==> src/rtl/keypad_pkg.sv <==
// Shared keypad definitions: key codes, entry FSM encoding, default operand width
// and small helpers used by the key entry logic.
package keypad_pkg;

  localparam int MAX_DIGITS_DEFAULT = 8;

  localparam logic [3:0] KEY_0    = 4'd0;
  localparam logic [3:0] KEY_1    = 4'd1;
  localparam logic [3:0] KEY_2    = 4'd2;
  localparam logic [3:0] KEY_3    = 4'd3;
  localparam logic [3:0] KEY_4    = 4'd4;
  localparam logic [3:0] KEY_5    = 4'd5;
  localparam logic [3:0] KEY_6    = 4'd6;
  localparam logic [3:0] KEY_7    = 4'd7;
  localparam logic [3:0] KEY_8    = 4'd8;
  localparam logic [3:0] KEY_9    = 4'd9;
  localparam logic [3:0] KEY_A    = 4'd10;
  localparam logic [3:0] KEY_B    = 4'd11;
  localparam logic [3:0] KEY_C    = 4'd12;
  localparam logic [3:0] KEY_D    = 4'd13;
  localparam logic [3:0] KEY_HASH = 4'd14;
  localparam logic [3:0] KEY_STAR = 4'd15;

  typedef enum logic [1:0] {
    ENTER_A = 2'd0,
    ENTER_B = 2'd1,
    DONE    = 2'd2
  } entry_state_t;

  typedef enum logic [1:0] {
    KEY_CLASS_DIGIT = 2'd0,
    KEY_CLASS_OP    = 2'd1,
    KEY_CLASS_HASH  = 2'd2,
    KEY_CLASS_STAR  = 2'd3
  } key_class_t;

  function automatic key_class_t classify_key(input logic [3:0] code);
    key_class_t cls;
    if (code <= KEY_9) begin
      cls = KEY_CLASS_DIGIT;
    end else if (code <= KEY_D) begin
      cls = KEY_CLASS_OP;
    end else if (code == KEY_HASH) begin
      cls = KEY_CLASS_HASH;
    end else begin
      cls = KEY_CLASS_STAR;
    end
    return cls;
  endfunction

  // Append one decimal digit at the least significant end of a packed BCD word.
  function automatic logic [31:0] bcd_push(input logic [31:0] bcd, input logic [3:0] digit);
    return {bcd[27:0], digit};
  endfunction

endpackage

==> src/rtl/key_event_detect.sv <==
// Turns the scanner's toggle handshake into a one-cycle key event strobe,
// registering the key code alongside it.
module key_event_detect (
  input  logic       clk,
  input  logic       rst,
  input  logic [1:0] key_toggle,
  input  logic [3:0] key_code,
  output logic       key_event,
  output logic [3:0] event_code
);

  logic toggle_hist;
  logic unused_toggle_bit;

  assign unused_toggle_bit = key_toggle[1];

  // Reset loads the current toggle level so no phantom event follows reset.
  always_ff @(posedge clk) begin
    if (rst) begin
      toggle_hist <= key_toggle[0];
      key_event   <= 1'b0;
      event_code  <= 4'd0;
    end else begin
      toggle_hist <= key_toggle[0];
      key_event   <= key_toggle[0] ^ toggle_hist;
      event_code  <= key_code;
    end
  end

endmodule

==> src/rtl/key_entry.sv <==
// Keypad operand entry: collects BCD digits into two operands separated by an
// operator key (A-D), closes with '#', clears with '*'.
module key_entry
  import keypad_pkg::*;
#(
  parameter int MAX_DIGITS = MAX_DIGITS_DEFAULT
) (
  input  logic        clk,
  input  logic        rst,
  input  logic [3:0]  key_code,
  input  logic [1:0]  key_toggle,
  output logic [31:0] entry_bcd,
  output logic [3:0]  digit_count,
  output logic [31:0] operand_a,
  output logic [31:0] operand_b,
  output logic [1:0]  op_code,
  output logic [1:0]  state,
  output logic        enter_pulse,
  output logic        overflow
);

  localparam logic [3:0] FULL_COUNT = 4'(MAX_DIGITS);

  logic         key_event;
  logic [3:0]   event_code;
  entry_state_t fsm_state;
  entry_state_t state_nxt;
  logic [31:0]  entry_nxt;
  logic [3:0]   count_nxt;
  logic [31:0]  a_nxt;
  logic [31:0]  b_nxt;
  logic [1:0]   op_nxt;
  logic         ovf_nxt;
  logic         pulse_nxt;
  logic [31:0]  base_entry;
  logic [3:0]   base_count;

  key_event_detect u_event (
    .clk        (clk),
    .rst        (rst),
    .key_toggle (key_toggle),
    .key_code   (key_code),
    .key_event  (key_event),
    .event_code (event_code)
  );

  assign state = fsm_state;

  // Next-state and next-output decode for one key event.
  always_comb begin
    entry_nxt  = entry_bcd;
    count_nxt  = digit_count;
    a_nxt      = operand_a;
    b_nxt      = operand_b;
    op_nxt     = op_code;
    ovf_nxt    = overflow;
    state_nxt  = fsm_state;
    pulse_nxt  = 1'b0;
    base_entry = entry_bcd;
    base_count = digit_count;
    if (key_event) begin
      case (classify_key(event_code))
        KEY_CLASS_STAR: begin
          entry_nxt = 32'd0;
          count_nxt = 4'd0;
          a_nxt     = 32'd0;
          b_nxt     = 32'd0;
          op_nxt    = 2'd0;
          ovf_nxt   = 1'b0;
          state_nxt = ENTER_A;
        end
        KEY_CLASS_DIGIT: begin
          // A digit after completion starts a fresh calculation with this digit.
          if (fsm_state == DONE) begin
            base_entry = 32'd0;
            base_count = 4'd0;
            a_nxt      = 32'd0;
            b_nxt      = 32'd0;
            op_nxt     = 2'd0;
            ovf_nxt    = 1'b0;
            state_nxt  = ENTER_A;
          end else begin
            base_entry = entry_bcd;
            base_count = digit_count;
          end
          if (base_count >= FULL_COUNT) begin
            entry_nxt = base_entry;
            count_nxt = base_count;
            ovf_nxt   = 1'b1;
          end else if ((base_count == 4'd0) && (event_code == KEY_0)) begin
            entry_nxt = 32'd0;
            count_nxt = 4'd0;
          end else begin
            entry_nxt = bcd_push(base_entry, event_code);
            count_nxt = base_count + 4'd1;
          end
        end
        KEY_CLASS_OP: begin
          case (fsm_state)
            ENTER_A: begin
              a_nxt     = entry_bcd;
              op_nxt    = 2'(event_code - KEY_A);
              entry_nxt = 32'd0;
              count_nxt = 4'd0;
              state_nxt = ENTER_B;
            end
            ENTER_B: begin
              op_nxt = 2'(event_code - KEY_A);
            end
            default: begin
              state_nxt = fsm_state;
            end
          endcase
        end
        KEY_CLASS_HASH: begin
          if (fsm_state == ENTER_B) begin
            b_nxt     = entry_bcd;
            pulse_nxt = 1'b1;
            state_nxt = DONE;
          end else begin
            pulse_nxt = 1'b0;
          end
        end
        default: begin
          pulse_nxt = 1'b0;
        end
      endcase
    end else begin
      pulse_nxt = 1'b0;
    end
  end

  // Output and state registers; reset discards any coincident key event.
  always_ff @(posedge clk) begin
    if (rst) begin
      entry_bcd   <= 32'd0;
      digit_count <= 4'd0;
      operand_a   <= 32'd0;
      operand_b   <= 32'd0;
      op_code     <= 2'd0;
      overflow    <= 1'b0;
      enter_pulse <= 1'b0;
      fsm_state   <= ENTER_A;
    end else begin
      entry_bcd   <= entry_nxt;
      digit_count <= count_nxt;
      operand_a   <= a_nxt;
      operand_b   <= b_nxt;
      op_code     <= op_nxt;
      overflow    <= ovf_nxt;
      enter_pulse <= pulse_nxt;
      fsm_state   <= state_nxt;
    end
  end

endmodule

==> config.mk <==
export PLATFORM = sky130hd
export DESIGN_NAME = key_entry
export DESIGN_NICKNAME = d
export VERILOG_FILES = /design/src/rtl/keypad_pkg.sv /design/src/rtl/key_event_detect.sv /design/src/rtl/key_entry.sv
export SDC_FILE = /design/constraint.sdc
export NUM_CORES = 1
export LEC_CHECK = 0
export CAP_MARGIN = 10
export CORE_MARGIN = 3
export CORE_UTILIZATION = 54
export CTS_BUF_LIST = sky130_fd_sc_hd__clkbuf_8
export CTS_CLUSTER_SIZE = 24
export DETAILED_ROUTE_END_ITERATION = 16
export HOLD_SLACK_MARGIN = 0.03
export PLACE_DENSITY = 0.85
export SLEW_MARGIN = 20
export SYNTH_ARGS = -nofsm -noshare
export SYNTH_HDL_FRONTEND = slang
export SYNTH_HIERARCHICAL = 1
export SYNTH_SLANG_ARGS = --single-unit
==> constraint.sdc <==
create_clock -name clk -period 6.2 [get_ports clk]
set_input_delay 1.24 -clock clk [delete_from_list [all_inputs] [get_ports clk]]
set_output_delay 1.24 -clock clk [all_outputs]
set_load 0.05 [all_outputs]
After elaboration in Yosys (flattened, before gate mapping)
Index checks and enable logic that the tools add are counted.
{"block": "totals", "word_cells": 80, "input_bits": 8, "out_inout_bits": 106, "register_bits": 112}
{"block": "op_classes", "reduce_logical": 17, "n_lt_le_gt_ge": 3, "add_sub_neg": 2, "muxes": 31, "eq_ne": 12, "n_bitwise": 3}
{"operator": "32-bit case mux with 3 select lines", "count": 3}
{"operator": "32-bit two-way mux", "count": 7}
{"operator": "4-bit two-way mux", "count": 6}
{"operator": "4-bit AND reduction", "count": 5}
{"operator": "2-bit two-way mux", "count": 7}
{"operator": "4-bit case mux with 3 select lines", "count": 1}
{"operator": "4-bit less-or-equal comparator (second input constant)", "count": 2}
{"operator": "4-bit zero test", "count": 2}
{"operator": "2-bit inequality test (second input constant)", "count": 4}
{"operator": "2-bit case mux with 4 select lines", "count": 1}
{"operator": "2-bit == test (second input constant)", "count": 3}
{"operator": "3-bit inequality test (second input constant)", "count": 2}
{"operator": "2-bit case mux with 3 select lines", "count": 1}
{"operator": "3-bit AND reduction", "count": 2}
{"operator": "3-bit nonzero test", "count": 2}
{"operator": "4-bit by 1-bit adder with 4-bit output (second input constant)", "count": 1}
{"operator": "2-bit by 1-bit == test with 1-bit output (second input constant)", "count": 2}
{"operator": "4-bit == test (second input constant)", "count": 1}
{"operator": "4-bit greater-or-equal comparator (second input constant)", "count": 1}
{"operator": "2-bit zero test", "count": 2}
{"operator": "1-bit two-way mux", "count": 4}
{"operator": "3-bit OR reduction", "count": 1}
{"operator": "1-bit inverter", "count": 2}
{"operator": "1-bit case mux with 2 select lines", "count": 1}
{"operator": "5 further kinds", "count": 5}

Logic depth before layout (Yosys ltp)
{"block": "depth", "word_depth": 13, "mapped_depth": 9, "ltp_nobuf": 7}

Cells and area by module
Netlist, hierarchy kept.
{"mod": "key_entry", "area_per_inst_um2": 4073.9, "seq_area_each_um2": 2122.0, "cells_per_inst": 434, "instances": 1}
{"mod": "key_event_detect", "area_per_inst_um2": 157.7, "seq_area_each_um2": 120.1, "cells_per_inst": 12, "instances": 1}

Least setup slack after synthesis
No wires, ideal clock.
{"block": "synth_timing", "kind": "register to register", "start": "register fsm_state[1] (netlist: state[1])", "end": "register entry_bcd[15]", "path_buffers": 2, "synth_period_minus_slack_ns": 2.609, "required_time_ns": 6.067, "path_slack_ns": 3.591, "path_stages_with_launch": 10, "arrival_ns": 2.475, "setup_ns": 0.133, "path_cell_list": "dfxtp_1 -> nand2b_1 -> clkbuf_1 -> nand2_1 -> ha_1 -> or4b_4 -> or4_4 -> a21oi_4 -> buf_6 -> nor4_1"}
{"block": "synth_via", "elab_chain_len": 9, "elab_cells_between_ends": 14, "classes_between": "order compare (1); eq/ne (2); mux (7); reduce/logical (4)"}
{"item": "start, declared", "line": "key_entry.sv:26", "text": "entry_state_t fsm_state;"}
{"item": "start signal, assigned", "line": "key_entry.sv:152", "text": "fsm_state <= state_nxt;"}
{"item": "parallel branches: the longest is 9 deep, another holds 4-bit greater-or-equal comparator"}
{"item": "end signal, assigned", "line": "key_entry.sv:145", "text": "entry_bcd <= entry_nxt;"}
{"item": "end, declared", "line": "key_entry.sv:12", "text": "output logic [31:0] entry_bcd,"}
Parallel ways; which one is timed is not known. The select of a mux whose other input is x is not followed.
A chain may end at the register's enable or synchronous reset.

==> results.ini <==
[global_route]
antenna_found_initial=0
grt_max_degree=52
grt_pass1_wl_um=17600
grt_overflow=0
globalRouteTotalUtil=0.249
grt_pass1_vias=3443

[clock_network]
cts_tree=done
clk_pin_slew_ns=0.10
h-tree-depth=3
cts_root_buffer=clkbuf_8
clk_latency_ns=0.38
cts_buffer_depth=2
numCtsBuffers=9
cts.sinks=112
cts_setup_buffers=0
cts_resized=0
cts_hold_buf=0

[cells_and_area]
diodes=0
design_area_mm2=0.00553
fillers=538
layout-drive-gt1-share=0.0633
final_nets=542
area_growth_pct=30.6

[die]
row_count=31
die_h_um=94.5
core_mm2=0.00741
die_w_um=94.5
start_util=0.571
io_pins=114
die_area_mm2=0.00893

[hold_path]
hold_class=reg -> reg
hold_depth=2

[critical_path]
crit_fanout=43
worst_ep_required_time_ns=6.48
cpMaxStageDelayCell=and3_2
r2r_cells=4
crit_path_start=rst
crit_type=in -> reg
worstReg2RegStart=u_event/event_code[1]
crit_end=op_code[0]
end_kind=flop
max_stage_delay_ns=0.72
arrival_ns=3.55
path_cells=clkdlybuf4s50_1 > buf_4 > inv_2 > and3_2 > nand2_1 > o41ai_1
cp-start-kind=input pin
rr_endpoint=entry_bcd[30]
reg2reg_slack_ns=3.35

[route]
drtAntennaViolNets=0
drt_iter0_drc=212
vias_per_cell=6.05
drc=0
wire_per_inst_um=17.4
num_vias=3845
drt_wl_total_um=11100
firstDrtPassIters=6

[timing]
hold_viol_final=0
fin_skew_ns=0.0190
period_needed_ns=3.27
setup_tns_ns=0
fin_crit_sh=0.527
rsz0062_at_grt=no
tightest_slew_ns=1.07
finalSetupViolCount=0
fmax_mhz=306
max-slew-margin-rel=0.282
slew_violations=0

[yosys]
synth_top_area_share=0.530
syn_nets=456
ys_ff_latch=112
yosysWarningCount=6
netlist_top_cells_area=dfxtp_1 (53%), a22o_1 (7.5%), nand4_1 (4.0%)
yosys_most_used_dff=dfxtp_1
syn_avg_cell_area_um2=9.49
synth_edf_count=0
yosys.area.top_type=dfxtp_1
ys_types=48
syn_inst=446
seq_area_frac_synth=0.530
synth_area_mm2=0.00423
async_reset_ff_frac=0

[power_and_ir_drop]
peakVddDrop_uv=135
p_leak_nw=2.01
power_density_mw_per_mm2=243
power.total_mw=1.34

[place]
dp_hpwl_um=7180
place.gp.congestion=0.824
io_buffers=112
dpl_cell_area_mm2=0.00533

[job]
cap_viol_max_count=0

[outcome]
status=completed

registers in the layout, summed over array words and instances, names as in the netlist:
register and count:
entry_bcd 32, operand_a 32, operand_b 32, digit_count 4, u_event/event_code 4, op_code 2, state 2, enter_pulse 1
overflow 1, u_event/key_event 1, u_event/toggle_hist 1
layout by cell type (no fill, tap or decap), types with 2 or more instances in the layout:
| master | n |
|---|---|
| a211oi_1 | 2 |
| a21oi_1 | 32 |
| a22o_1 | 36 |
| a31o_2 | 5 |
| a32o_1 | 5 |
| and3_1 | 2 |
| buf_4 | 5 |
| clkbuf_8 | 9 |
| clkdlybuf4s50_1 | 112 |
| clkinv_4 | 2 |
| dfxtp_1 | 112 |
| ha_1 | 2 |
| inv_1 | 8 |
| inv_6 | 3 |
| nand2_1 | 40 |
| nand2b_1 | 3 |
| nand3_1 | 2 |
| nand4_1 | 27 |
| nor2_1 | 27 |
| nor2b_1 | 7 |
| nor3_1 | 2 |
| nor4_1 | 22 |
| o211a_1 | 5 |
| o21ai_0 | 32 |
| o32ai_1 | 4 |
| or4_1 | 2 |
| xnor2_1 | 3 |
worst max-delay path: cells and delay by family:
kind	cells	cell delay, ns
buf+inv	3	1.22
simple gates	2	0.83
compound gates	1	0.24
per-stage QoR:
step / std cells / setup WS, ns / utilization / hold WS, ns
5_1_grt: 636 / 2.73 / 0.746 / 0.479
2_1_floorplan: 446 / 3.59 / - / 0.461
6_report: 636 / 2.93 / 0.746 / 0.466
4_1_cts: 636 / 2.64 / 0.745 / 0.469
3_5_place_dp: 620 / 2.26 / 0.720 / 0.451
3_3_place_gp: 620 / 2.30 / 0.720 / 0.447
routing by layer:
metal,vias to the layer above,GRT usage,share of wire
met5,-,0,0
met4,0,0.0589,0.014
met3,12,0.0582,0.089
met2,187,0.392,0.47
met1,1823,0.347,0.43
li1,1823,-,-
cell type report:
type,instances,area [um2],area share
clock inverter,7,63.8,0.0115
tap,99,124,0.0224
inverter,8,30.0,0.00543
clock buffer,9,124,0.0224
sequential,112,2240,0.406
timing repair buffer,117,1160,0.210
multi-input combinational,284,1790,0.323
kinds of logic after synthesis:
group	Yosys count	share of synthesized area
compound gates	135	0.226
xor+xnor	4	0.00828
fa+ha+maj	2	0.00591
buf+inv	50	0.0526
flops	112	0.530
mux	1	0.00237
simple gates	142	0.174
report_power, final:
| part | switching [mW] | leakage [nW] | internal, mW |
|---|---|---|---|
| Sequential | 0.0282 | 0.907 | 0.736 |
| Combinational | 0.116 | 1.00 | 0.0531 |
| Clock | 0.255 | 0.0988 | 0.154 |
| Total | 0.399 | 2.01 | 0.943 |
worst min-delay path by stage:
stage | from | end | slack, ns
after global routing | operand_a[4] | operand_a[4] | 0.48
final | operand_a[3] | operand_a[3] | 0.47
after detailed placement | operand_a[13] | operand_a[13] | 0.45
after global placement | operand_a[10] | operand_a[10] | 0.45
after CTS | operand_a[12] | operand_a[12] | 0.47
after floorplan | u_event/toggle_hist | u_event/key_event | 0.46
cell usage after synthesis, types with 3 or more instances:
master and number:
o211a_1 5, nor2b_1 7, a32o_1 5, buf_6 3
nor2_1 28, xnor2_1 3, and3_1 3, nand2_1 40
o21ai_0 32, dfxtp_1 112, buf_1 4, a21oi_1 33
clkbuf_1 25, nand4_1 27, nor4_1 22, a22o_1 36
a31o_2 5, buf_2 10, o32ai_1 4, inv_1 7
nand2b_1 3
(Power assumes the default switching activity.)
